==> src/rtl/stq_pkg.sv <==
// rtl/stq_pkg.sv - store-queue sizing, pointer type and range helper
package stq_pkg;

  localparam int DEPTH      = 16;
  localparam int INDEX      = 4;
  localparam int WIDTH      = 8;
  localparam int MAX_ALLOC  = 2;
  localparam int MAX_COMMIT = 2;

  typedef logic [INDEX:0] stq_ptr_t;

  // True when RAM index idx falls inside the live window [lo, hi); a window
  // spanning DEPTH entries (full queue) covers every index.
  function automatic logic stq_in_range(stq_ptr_t lo, stq_ptr_t hi, logic [INDEX-1:0] idx);
    stq_ptr_t         span;
    logic [INDEX-1:0] off;
    span = hi - lo;
    off  = idx - lo[INDEX-1:0];
    return {1'b0, off} < span;
  endfunction

endpackage

==> src/rtl/stq_ptr.sv <==
// rtl/stq_ptr.sv - wrap-bit queue pointer with add-n increment and synchronous load
module stq_ptr
  import stq_pkg::*;
#(
  parameter int INC_W = 2
) (
  input  logic             clk,
  input  logic             reset,
  input  logic [INC_W-1:0] inc_i,
  input  logic             load_i,
  input  stq_ptr_t         load_val_i,
  output stq_ptr_t         ptr_o
);

  stq_ptr_t ptr_q, ptr_d;

  always_comb begin
    ptr_d = ptr_q + stq_ptr_t'(inc_i);
    if (load_i) ptr_d = load_val_i;
  end

  always_ff @(posedge clk) begin
    if (reset) ptr_q <= '0;
    else       ptr_q <= ptr_d;
  end

  assign ptr_o = ptr_q;

endmodule

==> src/rtl/stq_ctrl.sv <==
// rtl/stq_ctrl.sv - store-queue controller: allocate, execute, commit, drain, recover
module stq_ctrl
  import stq_pkg::*;
(
  input  logic             clk,
  input  logic             reset,
  input  logic [1:0]       allocCnt_i,
  output logic             allocReady_o,
  output logic [INDEX-1:0] allocIdx0_o,
  output logic [INDEX-1:0] allocIdx1_o,
  input  logic             exeWe_i,
  input  logic [INDEX-1:0] exeIdx_i,
  input  logic [WIDTH-1:0] exeData_i,
  input  logic [1:0]       commitCnt_i,
  input  logic             recover_i,
  output logic             drainValid_o,
  output logic [WIDTH-1:0] drainData_o,
  input  logic             drainReady_i,
  output logic [INDEX-1:0] ramAddr0_o,
  input  logic [WIDTH-1:0] ramData0_i,
  output logic [INDEX-1:0] ramAddr0wr_o,
  output logic [WIDTH-1:0] ramData0wr_o,
  output logic             ramWe0_o,
  output logic [INDEX:0]   count_o,
  output logic             empty_o,
  output logic             full_o
);

  stq_ptr_t         head, commit, tail, tail_p1;
  stq_ptr_t         commit_avail, commit_next;
  logic [1:0]       alloc_n, alloc_inc, commit_req, commit_n;
  logic             alloc_go, exe_live, drain_fire;
  logic [DEPTH-1:0] exec_q, exec_d;

  assign count_o      = tail - head;
  assign empty_o      = (count_o == '0);
  assign full_o       = (count_o == stq_ptr_t'(DEPTH));
  assign allocReady_o = (count_o <= stq_ptr_t'(DEPTH - MAX_ALLOC));

  assign tail_p1      = tail + stq_ptr_t'(1);
  assign allocIdx0_o  = tail[INDEX-1:0];
  assign allocIdx1_o  = tail_p1[INDEX-1:0];

  // An encoding of 3 is illegal and behaves like no request; recovery wins over allocation.
  assign alloc_n   = (allocCnt_i == 2'd3) ? 2'd0 : allocCnt_i;
  assign alloc_go  = allocReady_o & (alloc_n != 2'd0) & ~recover_i;
  assign alloc_inc = alloc_go ? alloc_n : 2'd0;

  assign commit_avail = tail - commit;
  assign commit_req   = (commitCnt_i > 2'(MAX_COMMIT)) ? 2'(MAX_COMMIT) : commitCnt_i;
  assign commit_n     = (stq_ptr_t'(commit_req) > commit_avail) ? commit_avail[1:0] : commit_req;
  assign commit_next  = commit + stq_ptr_t'(commit_n);

  // Only live, uncommitted entries may be written by execute.
  assign exe_live     = stq_in_range(commit, tail, exeIdx_i);
  assign ramWe0_o     = exeWe_i & exe_live & ~recover_i & ~reset;
  assign ramAddr0wr_o = exeIdx_i;
  assign ramData0wr_o = exeData_i;

  assign ramAddr0_o   = head[INDEX-1:0];
  assign drainData_o  = ramData0_i;
  assign drainValid_o = (head != commit) & exec_q[head[INDEX-1:0]];
  assign drain_fire   = drainValid_o & drainReady_i;

  always_comb begin
    exec_d = exec_q;
    if (ramWe0_o) exec_d[exeIdx_i] = 1'b1;
    if (alloc_go) begin
      exec_d[tail[INDEX-1:0]] = 1'b0;
      if (alloc_n == 2'd2) exec_d[tail_p1[INDEX-1:0]] = 1'b0;
    end
  end

  always_ff @(posedge clk) begin
    if (reset) exec_q <= '0;
    else       exec_q <= exec_d;
  end

  stq_ptr #(.INC_W(2)) u_head (
    .clk        (clk),
    .reset      (reset),
    .inc_i      ({1'b0, drain_fire}),
    .load_i     (1'b0),
    .load_val_i ('0),
    .ptr_o      (head)
  );

  stq_ptr #(.INC_W(2)) u_commit (
    .clk        (clk),
    .reset      (reset),
    .inc_i      (commit_n),
    .load_i     (1'b0),
    .load_val_i ('0),
    .ptr_o      (commit)
  );

  // Recovery snaps tail back to the post-commit pointer, discarding speculative stores.
  stq_ptr #(.INC_W(2)) u_tail (
    .clk        (clk),
    .reset      (reset),
    .inc_i      (alloc_inc),
    .load_i     (recover_i),
    .load_val_i (commit_next),
    .ptr_o      (tail)
  );

  always_ff @(posedge clk) begin
    if (!reset) begin
      assert (!(alloc_n != 2'd0 && !allocReady_o))
        else $warning("stq_ctrl: allocation dropped, fewer than %0d free entries", MAX_ALLOC);
      assert (stq_ptr_t'(commitCnt_i) <= commit_avail)
        else $warning("stq_ctrl: commit count clipped to %0d", commit_n);
    end
  end

endmodule

==> config.mk <==
export PLATFORM = sky130hd
export DESIGN_NAME = stq_ctrl
export DESIGN_NICKNAME = d
export VERILOG_FILES = /design/src/rtl/stq_pkg.sv /design/src/rtl/stq_ptr.sv /design/src/rtl/stq_ctrl.sv
export SDC_FILE = /design/constraint.sdc
export NUM_CORES = 1
export LEC_CHECK = 0
export CAP_MARGIN = 20
export CORE_MARGIN = 10
export CORE_UTILIZATION = 42
export DETAILED_ROUTE_END_ITERATION = 10
export PLACE_DENSITY = 0.69
export SETUP_SLACK_MARGIN = 0.4
export SLEW_MARGIN = 20
export SYNTH_ARGS = -nofsm -noshare
export SYNTH_HDL_FRONTEND = slang
export SYNTH_HIERARCHICAL = 1
export SYNTH_SLANG_ARGS = --single-unit
export TNS_END_PERCENT = 1
==> constraint.sdc <==
create_clock -name clk -period 5.6 [get_ports clk]
set_input_delay 1.68 -clock clk [delete_from_list [all_inputs] [get_ports clk]]
set_output_delay 1.68 -clock clk [all_outputs]
set_load 0.02 [all_outputs]
Yosys cells after proc, flatten, opt, wreduce, memory -nomap -nowiden. Index checks and enable logic that the tools add are counted.

Register bits after elaboration: 31. Memory bits (writable): 0. Output and inout port bits: 42. Bits in read-only memories: 0. Memories kept: 0. Word-level logic and storage cells: 61. Latch bits: 0.

Shift-type cells: 0. Mux-type cells: 16. Bitwise logic cells: 14. Magnitude comparators: 11. Div/mod/pow operators: 0. Equal/unequal tests: 4. Reductions and logical operators: 5. Multiply operators: 0. Add/subtract/negate cells: 7.

Operators by type and width (number): two-way mux 16 bit (3); bitwise AND 16 bit (2); NOT 16 bit (2); < comparator 4 x 5 -> 1 bit (second input constant) (4); OR 16 bit (1); demux 1 bit (select 4 bit) (3); greater-or-equal comparator 4 x 1 -> 1 bit (second input constant) (3); adder 5 x 2 -> 5 bit (2); subtractor 5 bit (2); two-way mux 2 bit (4); bitwise AND 1 bit (7); adder 5 x 1 -> 5 bit (1); == test 5 bit (second input constant) (1); > comparator 2 x 5 -> 1 bit (1); less-or-equal comparator 5 x 4 -> 1 bit (second input constant) (1); zero test 5 bit (1); < comparator 4 x 5 -> 1 bit (1); two-way mux 5 bit (1); != test 5 bit (1); adder 4 x 1 -> 4 bit (second input constant) (1); binary-select mux 1 bit (select 4 bit) (1); == test 2 bit (second input constant) (2); two-way mux 1 bit (4); subtractor 4 bit (1); 4 further kinds (7).

Logic depth before layout (Yosys ltp).
Depth in word-level cells: 10. Depth in mapped cells: 17. Depth with buffers taken out: 17.

Modules after synthesis. Netlist, hierarchy kept.

Modules (own cells, without submodules): stq_ctrl (area each 2220.9 µm², times used 1, cells each 265); stq_ptr (area each 281.5 µm², times used 3, cells each 32).

Worst setup path before layout. No wires, ideal clock.

Kind: input port to output port. From: input port exeIdx_i[0]. To: output port ramWe0_o. Required time: 3.920 ns. Path slack: 0.458 ns. Data arrival time: 3.462 ns. Cell stages on the path: 9. Path through: inv_1 > ha_1 > inv_1 > fa_1 > ha_1 > a211oi_1 > o21bai_1 > a21oi_4 > buf_2.

Word-level cells in the longest chain between the ends: 5.

RTL lines: start: declaration (RTL line stq_ctrl.sv:12) `input logic [INDEX-1:0] exeIdx_i,`; subtractor 4 bit (RTL line stq_pkg.sv:18) `off = idx - lo[INDEX-1:0];`; < comparator 4 x 5 -> 1 bit (RTL line stq_pkg.sv:19) `return {1'b0, off} < span;`; bitwise AND 1 bit (3 in series) (RTL line stq_ctrl.sv:56) `assign ramWe0_o = exeWe_i & exe_live & ~recover_i & ~reset;`; end: declaration (RTL line stq_ctrl.sv:23) `output logic ramWe0_o,`.

Every way passes these cells.

Worst setup path after layout. Ends and elaborated chain as after synthesis.

==> results by group <==
Run status
  • Run status: completed

Yosys
  • Top post-synthesis cells by area: dfxtp_1 (20%), ha_1 (13%), buf_4 (4.9%), xnor2_1 (4.9%), a21oi_1 (4.7%)
  • Post-synth EDFFs: 0
  • Register area share after synthesis: 20.2%
  • Mapped Area: 3070 sq um
  • Synthesized netlist cell count: 361
  • Syn_area_per_cell: about 8.5 sq um
  • Top_reg_cell synth: dfxtp_1
  • Ys Warns: 6
  • #FFs+latches synth: 31
  • Cell type with the largest total area after synthesis: dfxtp_1
  • Share of async-settable or async-resettable flops after synthesis: 0%
  • Yosys cell types: 48
  • Yosys top cell area share: 20.2%
  • Synth cell count leaders: inv_1 (35), dfxtp_1 (31), ha_1 (31)
  • Top-count cell post-synth: inv_1

Critical path
  • Max incr delay on CP: roughly 0.55 ns
  • CP dominant cell by count: inv_2
  • Kind of critical path: primary input to output pin
  • Worst Path Arrival: 3.46 ns
  • Critical Path End Type: output pin
  • CP required: 3.92 ns
  • Startpoint Class: primary input
  • Crit-path max FO: 2
  • Reg-to-Reg Start: u_commit/ptr_o[1]
  • Reg2Reg Setup Slack: 1.84 ns
  • Slowest-stage cell, CP: fa_2
  • Reg-to-reg endpoint: u_commit/ptr_o[4]
  • Worst-path cell chain: buf_2 > inv_2 > ha_2 > inv_2 > fa_2 > ha_4 > a211oi_2 > o21bai_2 > a21oi_4 > buf_6
  • FF-to-FF path depth: 14

Pwr
  • Max rail drop VDD: 0.000168 V
  • Tot Pwr: 927 uW
  • Pwr dens: 253 nW/um^2
  • Static Leak: 0.00142 uW

Timing
  • RSZ-0062 raised after global routing: no
  • Final hold vios: 0
  • Min Clock Period, post-route: approximately 5 ns
  • Worst-margin pin slew: 0.501 ns
  • Period Utilization, post-route: 91.7%
  • Post-Route Skew: about 0.0064 ns
  • Fmax: 195 MHz
  • TNS Setup: 0 ns
  • Max Slew Vio Count: 0
  • Final setup fails: 0
  • Slew HR: between 60% and 70%

Die
  • Num rows: 31
  • Effective utilization at floorplan: 42.7%
  • I/O Pins: 71
  • Die width: 105 um
  • Die area: 11100 sq um
  • Die height: 105 um
  • Core area: 7180 sq um

Clock network
  • Hold Buf Count CTS: 0
  • CTS buffer count: 5
  • Worst skew pair latency: 0.29 ns
  • H-tree depth: 2
  • CTS tree: done
  • Clock-pin slew on the worst setup and hold paths: 0.07 ns
  • Clock root buffer: clkbuf_8
  • Max clock buf depth: 2
  • Sink Count: 31

Detailed routing
  • Met3 wire length: 586 um
  • DRT Pass-1 Iters: 4
  • Vias: 2647
  • Post-DR wirelength/cell: 15.8 um
  • Initial drt markers: between 150 and 200
  • M1 wire length: around 3600 um
  • DRC: 0
  • Routed Antenna Nets: 0
  • Vias/cell: 5.29
  • Final WL: 7910 um
  • Max layer used: met4
  • Met2 WL post-DR: 3600 um

Global routing
  • Vias in the first global route: 2681
  • Pin count of the biggest net entering global routing: 32
  • Total grt overflow: 0
  • Tot GR Track Use: 14.5%
  • Initial antenna violation count: 0
  • First-pass GRT wire length: around 13000 um

Placed design
  • Placer's final routability congestion estimate: 0.925
  • HPWL Detailed: 6060 um
  • Port buffer count: 38

Worst hold path
  • End of the worst hold path: exec_q[0]
  • HP Class: flop to flop
  • Hold path startpoint: exec_q[0]
  • Hold depth: 2

Finish
  • Synthesis-to-layout area growth: 19.5%
  • NumNets Final: between 400 and 500
  • N_diodes: 0
  • Final Util: 51.1%
  • # fillers: 673
  • Share of cells above drive strength 1: 16.7%

Job
  • Max Cap Viol: 0
[power by group]
group | internal (uW) | switching [uW]
registers | 232 | 19.8
logic | 212 | 263
clock network | 112 | 89.3
[registers in the layout (all words and copies together), names as in the netlist]
register	cells
exec_q	16
u_commit/ptr_o	5
u_head/ptr_o	5
u_tail/ptr_o	5
[layout by cell type, fill, tap and decap left out, drive strengths merged, types with 4 or more instances in the layout]
master          n
nand3           5
inv            40
buf            19
a21o            4
a31oi          15
mux2i           7
a21oi          31
nand3b          4
ha             31
and2            6
xnor2          18
o31a            4
mux4            5
a41oi           5
xor2           10
clkbuf          8
nand2          13
conb           14
a211oi         13
clkdlybuf4s50  34
fa              7
o22ai           4
a311oi          4
o21a            6
nor2           28
o21ai          10
dfxtp          31
nor3            6
[per-layer routing]
metal	vias up	global-route usage, %
li1	1314	-
met1	1234	18.4
met2	88	23.3
met3	11	3.23
met4	0	5.39
met5	-	0
[kinds of logic (layout without fill, tap and decap cells)]
logic type,Yosys count,after routing,synth area share (%)
mux,13,13,6.33
fa+ha+maj,38,38,17.2
simple gates,74,74,12.1
compound gates,100,100,23.3
xor+xnor,28,28,8.24
flops,31,31,20.2
other cells,1,14,0.122
buf+inv,76,103,12.4
[worst max-delay path, delay by kind of cell]
kind            cells  cell delay [ns]
compound gates      3             0.51
fa+ha+maj           3             0.91
buf+inv             4             0.36
[area by class of cell]
cell class                 count  area [sq um]  area share, %
multi-input combinational    267          2160           59.1
inverter                      40           150           4.10
clock buffer                   7          96.3           2.63
timing repair buffer          55           502           13.7
tap                           99           124           3.38
clock inverter                 1          7.51          0.205
sequential                    31           621           16.9
[per-stage QoR]
stage	worst slack [ns]	cell area (sq um)	hold WS, ns	std cells
finish	0.463	3660	0.549	500
detailed placement	-0.542	3490	0.541	489
global route	0.403	3660	0.593	500
global placement	-0.515	3490	0.528	489
floorplan	0.458	3110	0.514	374
CTS	0.422	3630	0.552	499
[how the worst max path moves through the flow]
stage / start / to / slack, ns / depth (start not counted)
floorplan: exeIdx_i[0] / ramWe0_o / 0.46 / 9
global placement: exeIdx_i[0] / ramWe0_o / -0.52 / 10
detailed placement: exeIdx_i[0] / ramWe0_o / -0.54 / 10
CTS: exeIdx_i[2] / ramWe0_o / 0.42 / 9
global route: exeIdx_i[0] / ramWe0_o / 0.40 / 11
finish: exeIdx_i[0] / ramWe0_o / 0.46 / 10
[what timing repair did]
item                                    in CTS  in global routing
pin swaps                                    6                  4
endpoints found under the setup margin       1                  1
gates resized for setup                     20                  6
setup buffers                                2                  1
Power figures use the tool's default switching activity.
